$ cat src/rtl/sbox_round_scheduler.sv
// Drives a 48-bit key-mixed half-block through one shared DES S-box port, 6 bits per cycle,
// and assembles the 32-bit result. Define SBOX_SCHED_ABORT_EN to add the wAbort input.
module sbox_round_scheduler #(
  parameter int SBOX_LAT = 0
) (
  input  logic        wClk,
  input  logic        wReset,
  input  logic [47:0] wInData,
  input  logic        wInValid,
  output logic        wInReady,
  output logic [2:0]  wSboxSel,
  output logic [5:0]  wSboxIn,
  input  logic [3:0]  wSboxOut,
`ifdef SBOX_SCHED_ABORT_EN
  input  logic        wAbort,
`endif
  output logic [31:0] wOutData,
  output logic        wOutValid,
  input  logic        wOutReady,
  output logic        wBusy
);

  typedef enum logic [1:0] {IDLE, RUN, DONE} state_t;

  localparam logic [3:0] LAST_CNT = 4'(7 + SBOX_LAT);

  state_t      state_reg, state_next;
  logic [3:0]  cnt_reg;
  logic [2:0]  sel_reg;
  logic [5:0]  chunk_reg;
  logic [41:0] rest_reg;
  logic [31:0] res_reg, res_next, out_reg;
  logic        cap_en;
  logic [2:0]  cap_idx;
  logic        accept, abort_run, last_cycle, in_run;

  assign in_run     = (state_reg == RUN);
  assign accept     = (state_reg == IDLE) && wInValid;
  assign last_cycle = (cnt_reg == LAST_CNT);

`ifdef SBOX_SCHED_ABORT_EN
  assign abort_run = in_run && wAbort;
`else
  assign abort_run = 1'b0;
`endif

  // Lookup result for issue k arrives SBOX_LAT cycles after it, so capture lags issue.
  if (SBOX_LAT == 0) begin : g_lat0
    assign cap_en  = 1'b1;
    assign cap_idx = cnt_reg[2:0];
  end else begin : g_lat1
    assign cap_en  = (cnt_reg != 4'd0);
    assign cap_idx = 3'(cnt_reg - 4'd1);
  end

  genvar gi;
  for (gi = 0; gi < 8; gi++) begin : g_nib
    assign res_next[31-4*gi -: 4] = (in_run && cap_en && (cap_idx == 3'(gi))) ?
                                    wSboxOut : res_reg[31-4*gi -: 4];
  end

  always_comb begin
    state_next = state_reg;
    unique case (state_reg)
      IDLE: if (wInValid) state_next = RUN;
      RUN: begin
        if (abort_run)       state_next = IDLE;
        else if (last_cycle) state_next = DONE;
      end
      DONE: if (wOutReady) state_next = IDLE;
      default: state_next = IDLE;
    endcase
  end

  always_ff @(posedge wClk) begin
    if (wReset) state_reg <= IDLE;
    else        state_reg <= state_next;
  end

  always_ff @(posedge wClk) begin
    if (wReset) begin
      cnt_reg   <= '0;
      sel_reg   <= '0;
      chunk_reg <= '0;
      rest_reg  <= '0;
      res_reg   <= '0;
      out_reg   <= '0;
    end else if (accept) begin
      cnt_reg   <= '0;
      sel_reg   <= '0;
      chunk_reg <= wInData[47:42];
      rest_reg  <= wInData[41:0];
      res_reg   <= '0;
    end else if (in_run) begin
      cnt_reg <= cnt_reg + 4'd1;
      res_reg <= res_next;
      // Once S8 is issued, sel/in stay put until the last capture.
      if (sel_reg != 3'd7) begin
        sel_reg   <= sel_reg + 3'd1;
        chunk_reg <= rest_reg[41:36];
        rest_reg  <= {rest_reg[35:0], 6'b0};
      end
      if (last_cycle && !abort_run) out_reg <= res_next;
    end
  end

  assign wInReady  = (state_reg == IDLE);
  assign wBusy     = (state_reg != IDLE);
  assign wOutValid = (state_reg == DONE);
  assign wOutData  = out_reg;
  assign wSboxSel  = sel_reg;
  assign wSboxIn   = chunk_reg;

endmodule

$ cat config.mk
export PLATFORM = sky130hd
export DESIGN_NAME = sbox_round_scheduler
export DESIGN_NICKNAME = d
export VERILOG_FILES = /design/src/rtl/sbox_round_scheduler.sv
export SDC_FILE = /design/constraint.sdc
export NUM_CORES = 1
export LEC_CHECK = 0
export CAP_MARGIN = 10
export CORE_MARGIN = 5
export CORE_UTILIZATION = 55
export CTS_BUF_LIST = sky130_fd_sc_hd__clkbuf_8 sky130_fd_sc_hd__clkbuf_16
export CTS_CLUSTER_SIZE = 16
export DETAILED_ROUTE_END_ITERATION = 8
export HOLD_SLACK_MARGIN = 0.15
export PLACE_DENSITY = 0.84
export SLEW_MARGIN = 20
export SYNTH_ARGS = -nofsm -noshare
export SYNTH_HDL_FRONTEND = slang
export SYNTH_SLANG_ARGS = --single-unit
$ cat constraint.sdc
create_clock -name wClk -period 2.95 [get_ports wClk]
set_input_delay 0.4425 -clock wClk [delete_from_list [all_inputs] [get_ports wClk]]
set_output_delay 0.4425 -clock wClk [all_outputs]
set_load 0.05 [all_outputs]
# Yosys cells after proc, flatten, opt, wreduce, memory -nomap -nowiden
# Cells that the tools add are included.
[classes] n_addsub=2 n_eq_ne=14 muxes=18 n_bitwise=1 reduce_logical=19
[op_table] cell="$mux W42" count=3
[op_table] cell="$mux W4" count=8
[op_table] cell="$mux W6" count=3
[op_table] cell="$eq A3 B3 Y1 const B" count=4
[op_table] cell="$logic_and A1 B1 Y1" count=9
[op_table] cell="$eq A3 B2 Y1 const B" count=2
[op_table] cell="$mux W2" count=3
[op_table] cell="$pmux W2 S3" count=1
[op_table] cell="$reduce_and A3 Y1" count=2
[op_table] cell="$reduce_bool A2 Y1" count=3
[op_table] cell="$add A4 B1 Y4 const B" count=1
[op_table] cell="$eq A4 B3 Y1 const B" count=1
[op_table] cell="$ne A2 B2 Y1 const B" count=2
[op_table] cell="$reduce_and A2 Y1" count=2
[op_table] cell="$add A3 B1 Y3 const B" count=1
[op_table] cell="$eq A3 B1 Y1 const B" count=1
[op_table] cell="$logic_not A3 Y1" count=1
[op_table] cell="$ne A3 B3 Y1 const B" count=1
[op_table] cell="$eq A2 B1 Y1 const B" count=1
[op_table] cell="$eq A2 B2 Y1 const B" count=1
[op_table] cell="$logic_not A2 Y1" count=1
[op_table] cell="$ne A2 B1 Y1 const B" count=1
[op_table] cell="$reduce_or A2 Y1" count=1
[op_table] cell="$not A1 Y1" count=1
[totals] reg_bits=121 inputBits=56 out_inout_bits=44 elab_cells=61

# Logic depth before layout (Yosys ltp)
[logic_depth] depth_word=4 ltp_mapped=8 depth_no_buf=6

# Least setup slack after synthesis
# No wires, ideal clock.
[synth_path] kind="reg-to-output" startpoint="reg state_reg[0]" endpoint="out wBusy" t_arrival_ns=1.606 required_time_ns=2.508 setup_slack_ns=0.902 path_stages_with_launch=4 path_buffers=1 cell_sequence="dfxtp_1 > buf_2 > nor2_1 > inv_1"
[synth_via] elab_chain_len=1
[synth_rtl] item="start: declaration" line="27" text="state_t state_reg, state_next;"
[synth_rtl] item="start signal: assignment" line="77" text="else state_reg <= state_next;"
[synth_rtl] item="$reduce_bool A2 Y1" line="108" text="assign wBusy = (state_reg != IDLE);"
[synth_rtl] item="end: declaration" line="20" text="output logic wBusy"
# No other way between the ends.

# Final worst setup path
[layout_path] startpoint="reg state_reg[1]" endpoint="out wOutValid"
[layout_via] elab_chain_len=1
[layout_rtl] item="$eq A2 B2 Y1" line="109" text="assign wOutValid = (state_reg == DONE);"
[layout_rtl] item="end: declaration" line="18" text="output logic wOutValid,"
# No other way between the ends.

==> results.sh <==
export IMPL_grt_overflow=0
export IMPL_ff_latch_area_um2=2420
export IMPL_portBuffers=99
export IMPL_vdd_ir_drop_max_mv=0.420
export IMPL_seq_area_frac_synth_pct=48.3
export IMPL_yosysWarnings=0
export IMPL_cts_clk_slew_worst_paths_ns=0.06
export IMPL_fillers=599
export IMPL_clockBufferDepth=2
export IMPL_drive_gt1_share_pct=8.26
export IMPL_setup_viol=0
export IMPL_dp_hpwl_um=7920
export IMPL_cts_tree="done"
export IMPL_synth_avg_cell_area_um2=8.79
export IMPL_syn_cell_area_um2=5020
export IMPL_swShare_pct=23.8
export IMPL_die_area_um2=11100
export IMPL_internal_power_mw=3.32
export IMPL_cts_setup_buffers=0
export IMPL_worstHoldPathType="reg2reg"
export IMPL_crit_chain="nor2b_1, clkdlybuf4s50_1"
export IMPL_critPathRequiredTime_ns=2.51
export IMPL_worst_slack_ns=0.421
export IMPL_antenna_cells=0
export IMPL_place_gp_congestion=0.775
export IMPL_clk_latency_ns=0.50
export IMPL_place_ws_ns=0.727
export IMPL_grt_pass1_wl_um=20900
export IMPL_pwr_share_clk_pct=48.1
export IMPL_core_area_um2=8810
export IMPL_max_freq_ghz=0.395
export IMPL_cp_slowest_cell="clkdlybuf4s50_1"
export IMPL_critPathKind="reg2out"
export IMPL_start_kind="flop"
export IMPL_ant_nets=0
export IMPL_ios=100
export IMPL_status="complete, no violations"
export IMPL_numCtsBuffers=17
export IMPL_drv_cap=0
export IMPL_synth_flop_cell="dfxtp_1"
export IMPL_drtIter0Drc=275
export IMPL_synth_edf_count=0
export IMPL_drt_total_wl_um=12900
export IMPL_r2r_slack_ns=0.66
export IMPL_worst_pin_slew_ns=0.691
export IMPL_drt_pre_antenna_iters=5
export IMPL_hold_buffers=0
export IMPL_grt_use_total_pct=22.8
export IMPL_skew_ns=0.00714
export IMPL_row_count=34
export IMPL_power_frac_comb_pct=11.5
export IMPL_grt_max_degree=61
export IMPL_critPathArrivalTime_ns=2.09
export IMPL_synthArstFlopShare_pct=0
export IMPL_nets=705
export IMPL_antenna_found_initial=0
export IMPL_pwr_share_seq_pct=40.4
export IMPL_vias=4410
export IMPL_clockRootBuffer="clkbuf_8"
export IMPL_finalMaxSlewViolations=0
export IMPL_htree_levels=4
export IMPL_syn_to_final_growth_pct=30.8
export IMPL_syn_nets=635
export IMPL_pwr_density_cell_nw_per_um2=664
export IMPL_multi_input_area_um2=2320
export IMPL_avgRoutedWirePerCell_um=16.9
export IMPL_power_switching_mw=1.04
export IMPL_critical_path_endpoint_type="output port"
export IMPL_drc=0
export IMPL_ys_types=33
export IMPL_power_leakage_nw=2.45
export IMPL_grt_setup_unrepaired="no"
export IMPL_grt_pass1_vias=4310
export IMPL_ys_ff_latch=121
export IMPL_die_h_um=106
export IMPL_fp_dieW_um=106
export IMPL_tns_ns=0
export IMPL_slowest_delay_ns=0.84
export IMPL_cts_sinks=121
export IMPL_cp_max_fo=15
export IMPL_synthCells=571
export IMPL_largest_reg_flops=42
export IMPL_finalCriticalPeriod_ns=2.53
export IMPL_slew_headroom_pct=54.0
export IMPL_via_per_inst=5.79
export IMPL_hold_viol=0
export IMPL_ctsResizeCount=0
export IMPL_finalCritPeriodShare_pct=85.7
export IMPL_final_core_util_pct=74.5
export IMPL_start_util_pct=57.0
[placed cells by master, fill, tap and decap left out, types with 3 or more instances in the layout]
cell type	Yosys	final
ha_1	8	8
mux2i_1	32	32
nand2_1	21	21
nor3_2	3	3
a2bb2oi_1	38	38
o22ai_1	42	42
nand2b_1	3	3
clkbuf_16	0	16
buf_4	6	9
or3_1	3	3
clkdlybuf4s50_1	0	98
inv_1	4	5
nor2_1	155	154
nand3_1	8	8
a21oi_1	19	19
dfxtp_1	121	119
clkbuf_8	0	5
clkinvlp_4	0	3
a22oi_1	4	4
o21ai_1	6	6
bufinv_16	0	3
a211oi_2	4	4
a211oi_1	29	29
[layer usage]
metal,wire (µm),vias to the layer above,track usage [%]
met4,89,0,5.37
met5,0,-,0
met3,666,6,5.75
met1,5740,2118,29.5
met2,6420,143,38.4
li1,-,2143,-
[worst max-delay path, delay by kind of cell, from the launching register on]
family / cells / cell delay [ns]
buffers and inverters: 1 / 0.84
and+or+nand+nor: 1 / 0.26
DFF: 1 / 0.49
[final timing paths]
check | cells past startpoint | startpoint | endpoint
setup / recovery | 2 | state_reg[1]$_SDFFE_PP0P_ | wOutValid
setup reg to reg | 6 | state_reg[0]$_SDFFE_PP0P_ | wOutData[19]$_SDFFE_PP0P_
hold / removal | 2 | res_reg[18]$_SDFFE_PP0P_ | res_reg[18]$_SDFFE_PP0P_
hold reg to reg | 2 | res_reg[18]$_SDFFE_PP0P_ | res_reg[18]$_SDFFE_PP0P_
[final cells by class]
type	instances	share of cell area, %
inverter	5	0.286
clock buffer	21	7.15
sequential	121	37.0
timing repair buffer	108	16.1
multi-input combinational	388	35.3
clock inverter	11	2.19
tap	108	2.06
[kinds of logic after synthesis]
family	share of synthesized area [%]
simple gates	16.1
fa+ha+maj	2.00
flops	48.3
xor+xnor	0.524
compound gates	20.8
mux	6.38
buf+inv	5.86
[power by group through the flow]
stage          Combinational (mW)  Sequential [mW]  Clock (mW)
2_1_floorplan               0.309             1.81           0
3_3_place_gp                0.478             1.79           0
3_5_place_dp                0.492             1.79           0
4_1_cts                     0.499             1.76        2.11
5_1_grt                     0.543             1.76        2.20
6_report                    0.503             1.76        2.09
[synth_stat cells, types with 4 or more instances]
master,number,area [µm²]
o21ai_1,6,30.0
a22oi_1,4,30.0
a21oi_1,19,95.1
a2bb2oi_1,38,333
buf_4,6,45.0
nor2_1,155,582
nand3_1,8,40.0
ha_1,8,100
mux2i_1,32,320
clkbuf_1,27,101
inv_1,4,15.0
a211oi_1,29,218
buf_2,19,95.1
o22ai_1,42,263
dfxtp_1,121,2420
nand2_1,21,78.8
a211oi_2,4,50.1
[metrics by stage]
step           hold WS, ns  cell area [µm²]  power [mW]  std cells
2_1_floorplan        0.435             5020        2.12        571
3_3_place_gp         0.440             5950        2.26        730
3_5_place_dp         0.448             5950        2.28        730
4_1_cts              0.459             6560        4.37        762
5_1_grt              0.477             6560        4.50        762
6_report             0.460             6560        4.36        762
Power figures use the tool's default switching activity.
